==> config.mk <==
export PLATFORM = sky130hd
export DESIGN_NAME = ofmaps_axis_tx
export DESIGN_NICKNAME = d
export VERILOG_FILES = /design/src/rtl/ofmaps_axis_tx.sv
export SDC_FILE = /design/constraint.sdc
export NUM_CORES = 1
export LEC_CHECK = 0
export CORE_ASPECT_RATIO = 0.7
export CORE_UTILIZATION = 50
export CTS_BUF_LIST = sky130_fd_sc_hd__clkbuf_4 sky130_fd_sc_hd__clkbuf_8
export DETAILED_ROUTE_END_ITERATION = 12
export DONT_BUFFER_PORTS = 1
export GPL_ROUTABILITY_DRIVEN = 0
export PLACE_DENSITY = 0.75
export SYNTH_ARGS = -nofsm -noshare
export SYNTH_HDL_FRONTEND = slang
export SYNTH_SLANG_ARGS = --single-unit
==> constraint.sdc <==
create_clock -name clk -period 4.25 [get_ports clk]
set_input_delay 0.85 -clock clk [delete_from_list [all_inputs] [get_ports clk]]
set_output_delay 0.85 -clock clk [all_outputs]
set_load 0.03 [all_outputs]
==> src/rtl/ofmaps_axis_tx.sv <==
// Ofmap output path: FWFT FIFO feeding an AXI-Stream master with per-row TLAST and a status word.
// Optional OFMAPS_RELU_EN clamps negative words to zero before they enter the FIFO.
module ofmaps_axis_tx #(
    parameter int C_M_AXIS_TDATA_WIDTH = 32,
    parameter int FIFO_ADDR_WIDTH      = 4,
    parameter int DIM_WIDTH            = 9
) (
    input  logic                            clk,
    input  logic                            rst,
    input  logic                            start,
    input  logic [DIM_WIDTH-1:0]            ofmaps_width,
    input  logic [DIM_WIDTH-1:0]            ofmaps_height,
    input  logic                            ofmap_valid,
    input  logic [C_M_AXIS_TDATA_WIDTH-1:0] ofmap_data,
    output logic                            ofmap_ready,
    output logic [C_M_AXIS_TDATA_WIDTH-1:0] m_axis_tdata,
    output logic                            m_axis_tvalid,
    input  logic                            m_axis_tready,
    output logic                            m_axis_tlast,
    output logic [31:0]                     status
);

    localparam int DEPTH = 1 << FIFO_ADDR_WIDTH;
    localparam logic [FIFO_ADDR_WIDTH-1:0] PTR_ONE  = 1;
    localparam logic [FIFO_ADDR_WIDTH:0]   CNT_ONE  = 1;
    localparam logic [FIFO_ADDR_WIDTH:0]   CNT_FULL = (FIFO_ADDR_WIDTH + 1)'(DEPTH);
    localparam logic [DIM_WIDTH-1:0]       DIM_ONE  = 1;

    typedef enum logic [1:0] {IDLE, STREAM, DONE} state_t;

    state_t                            state_q, state_d;
    logic [C_M_AXIS_TDATA_WIDTH-1:0]   mem [DEPTH];
    logic [FIFO_ADDR_WIDTH-1:0]        wr_ptr_q, wr_ptr_d, rd_ptr_q, rd_ptr_d;
    logic [FIFO_ADDR_WIDTH:0]          count_q, count_d;
    logic [DIM_WIDTH-1:0]              col_q, col_d, row_q, row_d;
    logic [DIM_WIDTH-1:0]              width_q, width_d, height_q, height_d;
    logic                              done_q, done_d, ovf_q, ovf_d;

    logic                              full, empty, wr_en, rd_en;
    logic                              start_frame, last_col, last_beat;
    logic [C_M_AXIS_TDATA_WIDTH-1:0]   din;

    assign full        = (count_q == CNT_FULL);
    assign empty       = (count_q == '0);
    assign start_frame = (state_q == IDLE) && start;
    assign last_col    = (col_q == width_q);
    assign last_beat   = last_col && (row_q == height_q);
    assign wr_en       = ofmap_ready && ofmap_valid;
    assign rd_en       = m_axis_tvalid && m_axis_tready;

`ifdef OFMAPS_RELU_EN
    assign din = ofmap_data[C_M_AXIS_TDATA_WIDTH-1] ? '0 : ofmap_data;
`else
    assign din = ofmap_data;
`endif

    // NOTE: sequential state uses non-blocking assignments so every register samples pre-edge values.
    always_ff @(posedge clk) begin
        if (rst) state_q <= IDLE;
        else     state_q <= state_d;
    end

    always_comb begin
        state_d = state_q;
        case (state_q)
            IDLE:    if (start) state_d = STREAM;
            STREAM:  if (rd_en && last_beat) state_d = DONE;
            DONE:    state_d = IDLE;
            default: state_d = IDLE;
        endcase
    end

    always_comb begin
        ofmap_ready   = 1'b0;
        m_axis_tvalid = 1'b0;
        if (state_q == STREAM) begin
            ofmap_ready   = !full;
            m_axis_tvalid = !empty;
        end
    end

    // Head word is gated so the bus reads zero whenever nothing is offered.
    assign m_axis_tdata = m_axis_tvalid ? mem[rd_ptr_q] : '0;
    assign m_axis_tlast = m_axis_tvalid && last_col;

    // NOTE: every next-state variable gets a default first so no latch is inferred.
    always_comb begin
        wr_ptr_d = wr_ptr_q;
        rd_ptr_d = rd_ptr_q;
        count_d  = count_q;
        col_d    = col_q;
        row_d    = row_q;
        width_d  = width_q;
        height_d = height_q;
        done_d   = done_q;
        ovf_d    = ovf_q;
        if (start_frame) begin
            wr_ptr_d = '0;
            rd_ptr_d = '0;
            count_d  = '0;
            col_d    = '0;
            row_d    = '0;
            width_d  = ofmaps_width;
            height_d = ofmaps_height;
            done_d   = 1'b0;
            ovf_d    = 1'b0;
        end else begin
            if (wr_en) wr_ptr_d = wr_ptr_q + PTR_ONE;
            if (rd_en) begin
                rd_ptr_d = rd_ptr_q + PTR_ONE;
                if (last_col) begin
                    col_d = '0;
                    // Row saturates on the final beat so it never passes the frame height.
                    if (row_q != height_q) row_d = row_q + DIM_ONE;
                end else begin
                    col_d = col_q + DIM_ONE;
                end
            end
            case ({wr_en, rd_en})
                2'b10:   count_d = count_q + CNT_ONE;
                2'b01:   count_d = count_q - CNT_ONE;
                default: count_d = count_q;
            endcase
            if ((state_q == STREAM) && ofmap_valid && full) ovf_d = 1'b1;
            if (rd_en && last_beat) done_d = 1'b1;
        end
    end

    always_ff @(posedge clk) begin
        if (rst) begin
            wr_ptr_q <= '0;
            rd_ptr_q <= '0;
            count_q  <= '0;
            col_q    <= '0;
            row_q    <= '0;
            width_q  <= '0;
            height_q <= '0;
            done_q   <= 1'b0;
            ovf_q    <= 1'b0;
        end else begin
            wr_ptr_q <= wr_ptr_d;
            rd_ptr_q <= rd_ptr_d;
            count_q  <= count_d;
            col_q    <= col_d;
            row_q    <= row_d;
            width_q  <= width_d;
            height_q <= height_d;
            done_q   <= done_d;
            ovf_q    <= ovf_d;
        end
    end

    // NOTE: storage is not reset; occupancy and the tdata gate keep stale contents invisible.
    always_ff @(posedge clk) begin
        if (wr_en) mem[wr_ptr_q] <= din;
    end

    assign status = {6'd0, 9'(row_q), 9'(col_q), 3'd0,
                     ovf_q, empty, full, done_q, (state_q != IDLE)};

endmodule

==> key figures, run 1 <==
Route
  • 1st-iter DRT viols: 1077
  • Routed WL per cell: 25.6 um
  • DR pass1 iterations: 5
  • Vias per inst: 5.90
  • Routed WL: 45900 um
  • Vias: 10600
  • Post-route DRC: 0
  • ANT nets after route: 0

STA
  • Setup violators final: 0
  • Worst slew pin tran: 1.25 ns
  • FMAX: between 200 and 300 MHz
  • Slew margin rel.: 0.161
  • PnR worst setup slack: 0.503 ns
  • Hold slack: 0.299 ns
  • Hold Vio Cnt, Final: 0
  • Final Skew: 0.0318 ns
  • Final min period: 3.75 ns
  • Slew Viols, Final: 0
  • TNS Setup: 0 ns
  • Unrepaired setup endpoints after global routing: false
  • Fin crit share: 0.882

Worst setup path
  • Critical path capture point type: output port
  • CP required: 3.40 ns
  • Crit Path Category: flop to output port
  • R2R Setup Slk: 0.96 ns
  • CP startpoint kind: flop
  • CP arrival: 2.90 ns
  • FF-to-FF End: count_q[4]$_SDFFE_PP0P_
  • RR Startpoint: count_q[2]$_SDFFE_PP0P_
  • Max FO, Critical Path: 60
  • R2R cell count: 9

Clock network
  • Postcts setup bufs: 0
  • Clk_lat worst skew: 0.64 ns
  • TritonCTS clock tree: built
  • Hold buffers post-CTS: 0
  • H-tree depth: 3
  • CTS max path bufs: 3
  • CTS Sinks: about 570
  • TritonCTS Buffers: 84
  • Clock-pin slew on the worst setup and hold paths: about 0.07 ns
  • Post-CTS sizing: 0
  • CTS Root Cell: clkbuf_8

Synthesis
  • FF+latch count, synth: 569
  • Most frequent cell after synthesis: edfxtp_1
  • Most used DFF post-synth: edfxtp_1
  • Synth cell types: 56
  • Yosys warns: 0
  • Share of the synthesized area in the top cell type: 0.690
  • Register area share after synthesis: 0.741
  • Synthesized area: 22300 um2
  • Number of synthesized flops with an enable pin: 512
  • Most area-consuming cells after synthesis: edfxtp_1 (69%), mux4_2 (16%), dfxtp_1 (5.1%)
  • Largest area contributor in the netlist: edfxtp_1
  • Synthesized area per cell: 20.8 um2
  • Top cells by count, synth: edfxtp_1 (512), mux4_2 (160), dfxtp_1 (57)
  • Post-Synthesis Cells: 1071
  • Async SR Flop Fraction: 0

Final layout
  • Antenna Cells: 0
  • FILL cells: 3213
  • Share of post-route cells with drive strength above 1: 0.299
  • Footprint of the multi-input gates: around 5500 um2
  • Layout area overhead: 11.2%
  • FF+latch area: 16500 um2
  • Layout net count: 1196

Die
  • Die area: 45400 um2
  • Initial core utilization: 0.509
  • Die Y-Extent: 179 um
  • Core box area: 43800 um2
  • Num rows: 64
  • Die width: approximately 250 um
  • Io pins: 122

Placement
  • Final HPWL DP: 25400 um
  • Pre-CTS setup slack: between 0.8 and 0.9 ns
  • Port Buffers: 0

Min path
  • Worst Hold Class: primary input to flop
  • Worst Hold Depth: 0
  • Hold_sp: ofmap_data[2]
  • Endpoint, Worst Hold: mem[3][2]$_DFFE_PP_

Power and ir drop
  • Static leakage: about 7.6 nW
  • Cell area power density: 427 nW/um2
  • Max VDD drop: 0.285 mV

Global route
  • GR Overflow Total: 0
  • First-pass GRT wire length: 68200 um
  • Number of global-route vias before repair: 10700
  • Gr usage total: 0.209
  • Initial antenna violation count: 0
  • Largest net degree at the start of global routing: 61

Outcome
  • Status: completed

Run
  • Max Cap Viol: 0
## cell families (layout without fill, tap and decap cells)
| logic type | after synthesis | in the layout | share of synthesized area |
|---|---|---|---|
| XOR/XNOR | 34 | 34 | 0.0137 |
| adder cells (fa/ha/maj) | 9 | 9 | 0.00505 |
| multiplexers | 164 | 164 | 0.164 |
| AND/OR/NAND/NOR | 160 | 160 | 0.0396 |
| flip-flops | 569 | 569 | 0.741 |
| AO/OA/AOI/OAI | 59 | 59 | 0.0194 |
| buffers and inverters | 75 | 195 | 0.0172 |
| other | 1 | 9 | 0.000168 |
## layout by cell type (no fill, tap or decap), types with 3 or more instances in the layout
| cell | count |
|---|---|
| edfxtp_1 | 512 |
| mux4_2 | 160 |
| clkbuf_8 | 87 |
| dfxtp_1 | 53 |
| nor2b_1 | 36 |
| nor2_1 | 32 |
| clkbuf_4 | 30 |
| buf_4 | 27 |
| nand2_1 | 25 |
| clkinv_1 | 22 |
| xor2_1 | 20 |
| a22o_1 | 18 |
| a21oi_1 | 14 |
| xnor2_1 | 13 |
| nor2_4 | 12 |
| ha_1 | 9 |
| conb_1 | 9 |
| inv_1 | 8 |
| clkinv_2 | 8 |
| o21ai_0 | 6 |
| nand3_1 | 6 |
| buf_12 | 6 |
| nand2b_1 | 5 |
| nor3_1 | 5 |
| nor3_2 | 4 |
| mux2i_1 | 4 |
| nand4_1 | 4 |
| o31ai_1 | 4 |
| or4b_2 | 3 |
| or3_1 | 3 |
| and3_1 | 3 |
| or4_1 | 3 |
## area by class of cell
| class | instances | area share |
|---|---|---|
| multi-input cells | 435 | 0.223 |
| inverters | 9 | 0.00136 |
| clock buffers | 117 | 0.0574 |
| flip-flops and latches | 569 | 0.667 |
| clock inverters | 36 | 0.00748 |
| repair buffers | 33 | 0.0130 |
| well taps | 594 | 0.0300 |
## worst max path at each step
stage	from	end	slack (ns)	cells past startpoint
after global placement	m_axis_tready	count_q[4]$_SDFFE_PP0P_	0.91	9
after CTS	flop	m_axis_tdata[25]	0.43	4
after detailed placement	m_axis_tready	count_q[4]$_SDFFE_PP0P_	0.87	9
after floorplan	ofmap_valid	mem[3][0]$_DFFE_PP_	0.31	4
after global routing	flop	m_axis_tdata[21]	0.36	4
final	flop	m_axis_tdata[21]	0.50	4
## registers in the layout, indices dropped and copies added, names as in the netlist, named ones only
name	cells
height_q	9
wr_ptr_q	4
done_q	1
width_q	9
state_q	2
rd_ptr_q	4
col_q	9
ovf_q	1
row_q	9
mem	512
count_q	5
## per-stage QoR
stage | util | area (um2) | std cells | power (mW)
2_1_floorplan | - | 22300 | 1079 | 6.45
3_3_place_gp | 0.529 | 23200 | 1640 | 6.49
3_5_place_dp | 0.529 | 23200 | 1640 | 6.49
4_1_cts | 0.565 | 24800 | 1793 | 10.7
5_1_grt | 0.565 | 24800 | 1793 | 10.9
6_report | 0.565 | 24800 | 1793 | 10.6
## worst max-delay path, stage by stage, from the launching register on
cell	delay, ns
dfxtp_4	0.39
buf_12	0.36
mux4_2	0.58
mux4_2	0.53
nor2b_1	0.27
## metal layers
layer | part of all wire | global-route usage
met1 | 0.43 | 0.305
met2 | 0.47 | 0.317
met3 | 0.079 | 0.0483
met4 | 0.019 | 0.0590
met5 | 0 | 0
## where the power goes
part           switching, mW  internal, mW  total [mW]
Sequential            0.0170          6.13        6.14
Clock                   2.03          2.18        4.21
Combinational          0.145        0.0857       0.231
Total                   2.19          8.39        10.6
No activity file was read; power rests on OpenSTA's default activity.
==> run 2, diff against run 1 <==
SKIP_CTS_REPAIR_TIMING = 1   (was not set)
SLEW_MARGIN = 25   (was not set)
==> run 2 against run 1 <==
- non-clock buffer count did not move
- global-route usage unchanged
- worst setup slack worse by 0.0069 ns
- power about the same
- critical path depth did not move
- sequential share of layout area barely moved
- combinational power hardly changed
- clock power is essentially flat
- worst hold slack about the same
- largest cell class unchanged
- die area unchanged
- clock skew is 0.00051 ns lower
- critical path type unchanged
==> key figures, run 2 (same netlist as run 1, synthesis figures left out) <==
Route
  • 1st-iter DRT viols: 1104 (+2.5%)
  • Post-route DRC: 0 (unchanged)
  • ANT nets after route: 0 (unchanged)
  • Routed WL: 46000 um (+0.13%)
  • Routed WL per cell: 25.7 um (+0.13%)
  • DR pass1 iterations: 5 (unchanged)
  • Vias: 10600 (-0.10%)
  • Vias per inst: 5.89 (-0.10%)

STA
  • Fin crit share: 0.883 (+0.00162)
  • PnR worst setup slack: 0.496 ns (-0.00687 ns)
  • Worst slew pin tran: 0.851 ns (-0.403 ns)
  • Final Skew: 0.0313 ns (-0.000511 ns)
  • Slew margin rel.: 0.428 (+0.267)
  • Unrepaired setup endpoints after global routing: false
  • TNS Setup: 0 ns (unchanged)
  • Slew Viols, Final: 0 (unchanged)
  • Final min period: 3.75 ns (+0.00687 ns)
  • FMAX: 266 MHz (-0.18%)
  • Hold Vio Cnt, Final: 0 (unchanged)
  • Hold slack: 0.299 ns (-0.000316 ns)
  • Setup violators final: 0 (unchanged)

Global route
  • GR Layer Usage met3: 0.0483 (unchanged)
  • First-pass GRT wire length: 68200 um (unchanged)
  • Number of global-route vias before repair: 10700 (unchanged)
  • Initial antenna violation count: 0 (unchanged)
  • Largest net degree at the start of global routing: 61 (unchanged)
  • Met2 GRT Util: 0.317 (unchanged)
  • Global routing's busiest layer: met2
  • GR Overflow Total: 0 (unchanged)
  • Routing usage on met1: 0.305 (unchanged)
  • Gr usage total: 0.209 (unchanged)

Die
  • Initial core utilization: 0.509 (unchanged)
  • Num rows: 64 (unchanged)
  • Die Y-Extent: 179 um (unchanged)
  • Io pins: 122 (unchanged)
  • Die area: 45400 um2 (unchanged)
  • Die width: 254 um (unchanged)
  • Core box area: 43800 um2 (unchanged)

Worst setup path
  • CP arrival: 2.90 ns (about the same)
  • CP max stage delay: 0.64 ns (+0.06 ns)
  • RR Startpoint: count_q[2]$_SDFFE_PP0P_
  • Critical path's slowest cell: dfxtp_4
  • Crit path buf inv count: 1 (unchanged)
  • FF-to-FF End: count_q[4]$_SDFFE_PP0P_
  • CP cell instances: buf_4, mux4_2, mux4_2, nor2b_1
  • Crit path top cell by count: mux4_2
  • Delay-heaviest family, CP: multiplexers
  • CP required: 3.40 ns (about the same)
  • Crit Path Category: flop to output port
  • R2R cell count: 9 (unchanged)
  • R2R Setup Slk: 0.96 ns (about the same)
  • Max FO, Critical Path: 25 (-58%)
  • Critical path capture point type: output port
  • CP startpoint kind: flop

Placement
  • Final HPWL DP: 25400 um (unchanged)
  • Pre-CTS setup slack: 0.874 ns (unchanged)
  • Placed Instances: 1640 (unchanged)
  • Area after DPL: 23200 um2 (unchanged)
  • Port Buffers: 0 (unchanged)

Min path
  • Worst Hold Class: primary input to flop
  • Endpoint, Worst Hold: mem[3][2]$_DFFE_PP_
  • Hold_sp: ofmap_data[2]
  • Worst Hold Depth: 0 (unchanged)

Clock network
  • CTS max path bufs: 3 (unchanged)
  • TritonCTS Buffers: 84 (unchanged)
  • H-tree depth: 3 (unchanged)
  • CTS Sinks: 569 (unchanged)
  • TritonCTS clock tree: built
  • CTS Root Cell: clkbuf_8
  • Clk_lat worst skew: 0.64 ns (about the same)
  • Clock-pin slew on the worst setup and hold paths: 0.06 ns (about the same)

Final layout
  • Max FFs per register: 512 (unchanged)
  • Final std cells w/o fill: 1793 (unchanged)
  • Layout net count: 1196 (unchanged)
  • Commonest cells after routing, fill and taps aside: edfxtp_1 (512), mux4_2 (160), clkbuf_8 (87)
  • Commonest non-fill, non-tap cell in the layout: edfxtp_1
  • Final Util: 0.566 (about the same)
  • Antenna Cells: 0 (unchanged)
  • Share of post-route cells with drive strength above 1: 0.299 (+0.000834)
  • Layout area overhead: 11.2% (about the same)
  • Design Area, Final: 24800 um2 (about the same)
  • Biggest register: mem

Power and ir drop
  • Static leakage: 7.63 nW (about the same)
  • Max VDD drop: 0.287 mV (+0.42%)
  • Overall power: 10.6 mW (about the same)
  • Cell area power density: 427 nW/um2 (about the same)

Outcome
  • Status: completed

Run
  • Max Cap Viol: 0 (unchanged)
## run 2: routing by layer
metal	routed length [um]	vias up
met3	3740	65
met1	19700	5557
met4	793	0
met5	0	-
met2	21800	424
li1	-	4517
## run 2: final cells by class
type	count	area, um2
fill	3212	19000
inverter	9	33.8
clock inverter	36	185
tap	594	743
clock buffer	117	1420
multi-input combinational	435	5540
timing repair buffer	33	323
sequential	569	16500
## run 2: how the worst max path moves through the flow
| stage | endpoint | slack (ns) | cells past startpoint |
|---|---|---|---|
| 3_5_place_dp | count_q[4]$_SDFFE_PP0P_ | 0.87 | 9 |
| 6_report | m_axis_tdata[21] | 0.50 | 4 |
| 2_1_floorplan | mem[3][0]$_DFFE_PP_ | 0.31 | 4 |
| 4_1_cts | m_axis_tdata[25] | 0.43 | 4 |
| 5_1_grt | m_axis_tdata[21] | 0.36 | 4 |
| 3_3_place_gp | count_q[4]$_SDFFE_PP0P_ | 0.91 | 9 |
## run 2: power breakdown
| group | internal [mW] | leakage, nW | switching [mW] |
|---|---|---|---|
| sequential | 6.13 | 5.07 | 0.0170 |
| clock | 2.18 | 0.853 | 2.03 |
| combinational | 0.0861 | 1.71 | 0.146 |
| total | 8.39 | 7.63 | 2.19 |
==> run 3, diff against run 2 <==
CAP_MARGIN = 20   (was not set)
==> results of run 3 <==
Final layout, timing and power as in run 2 (identical DEF).
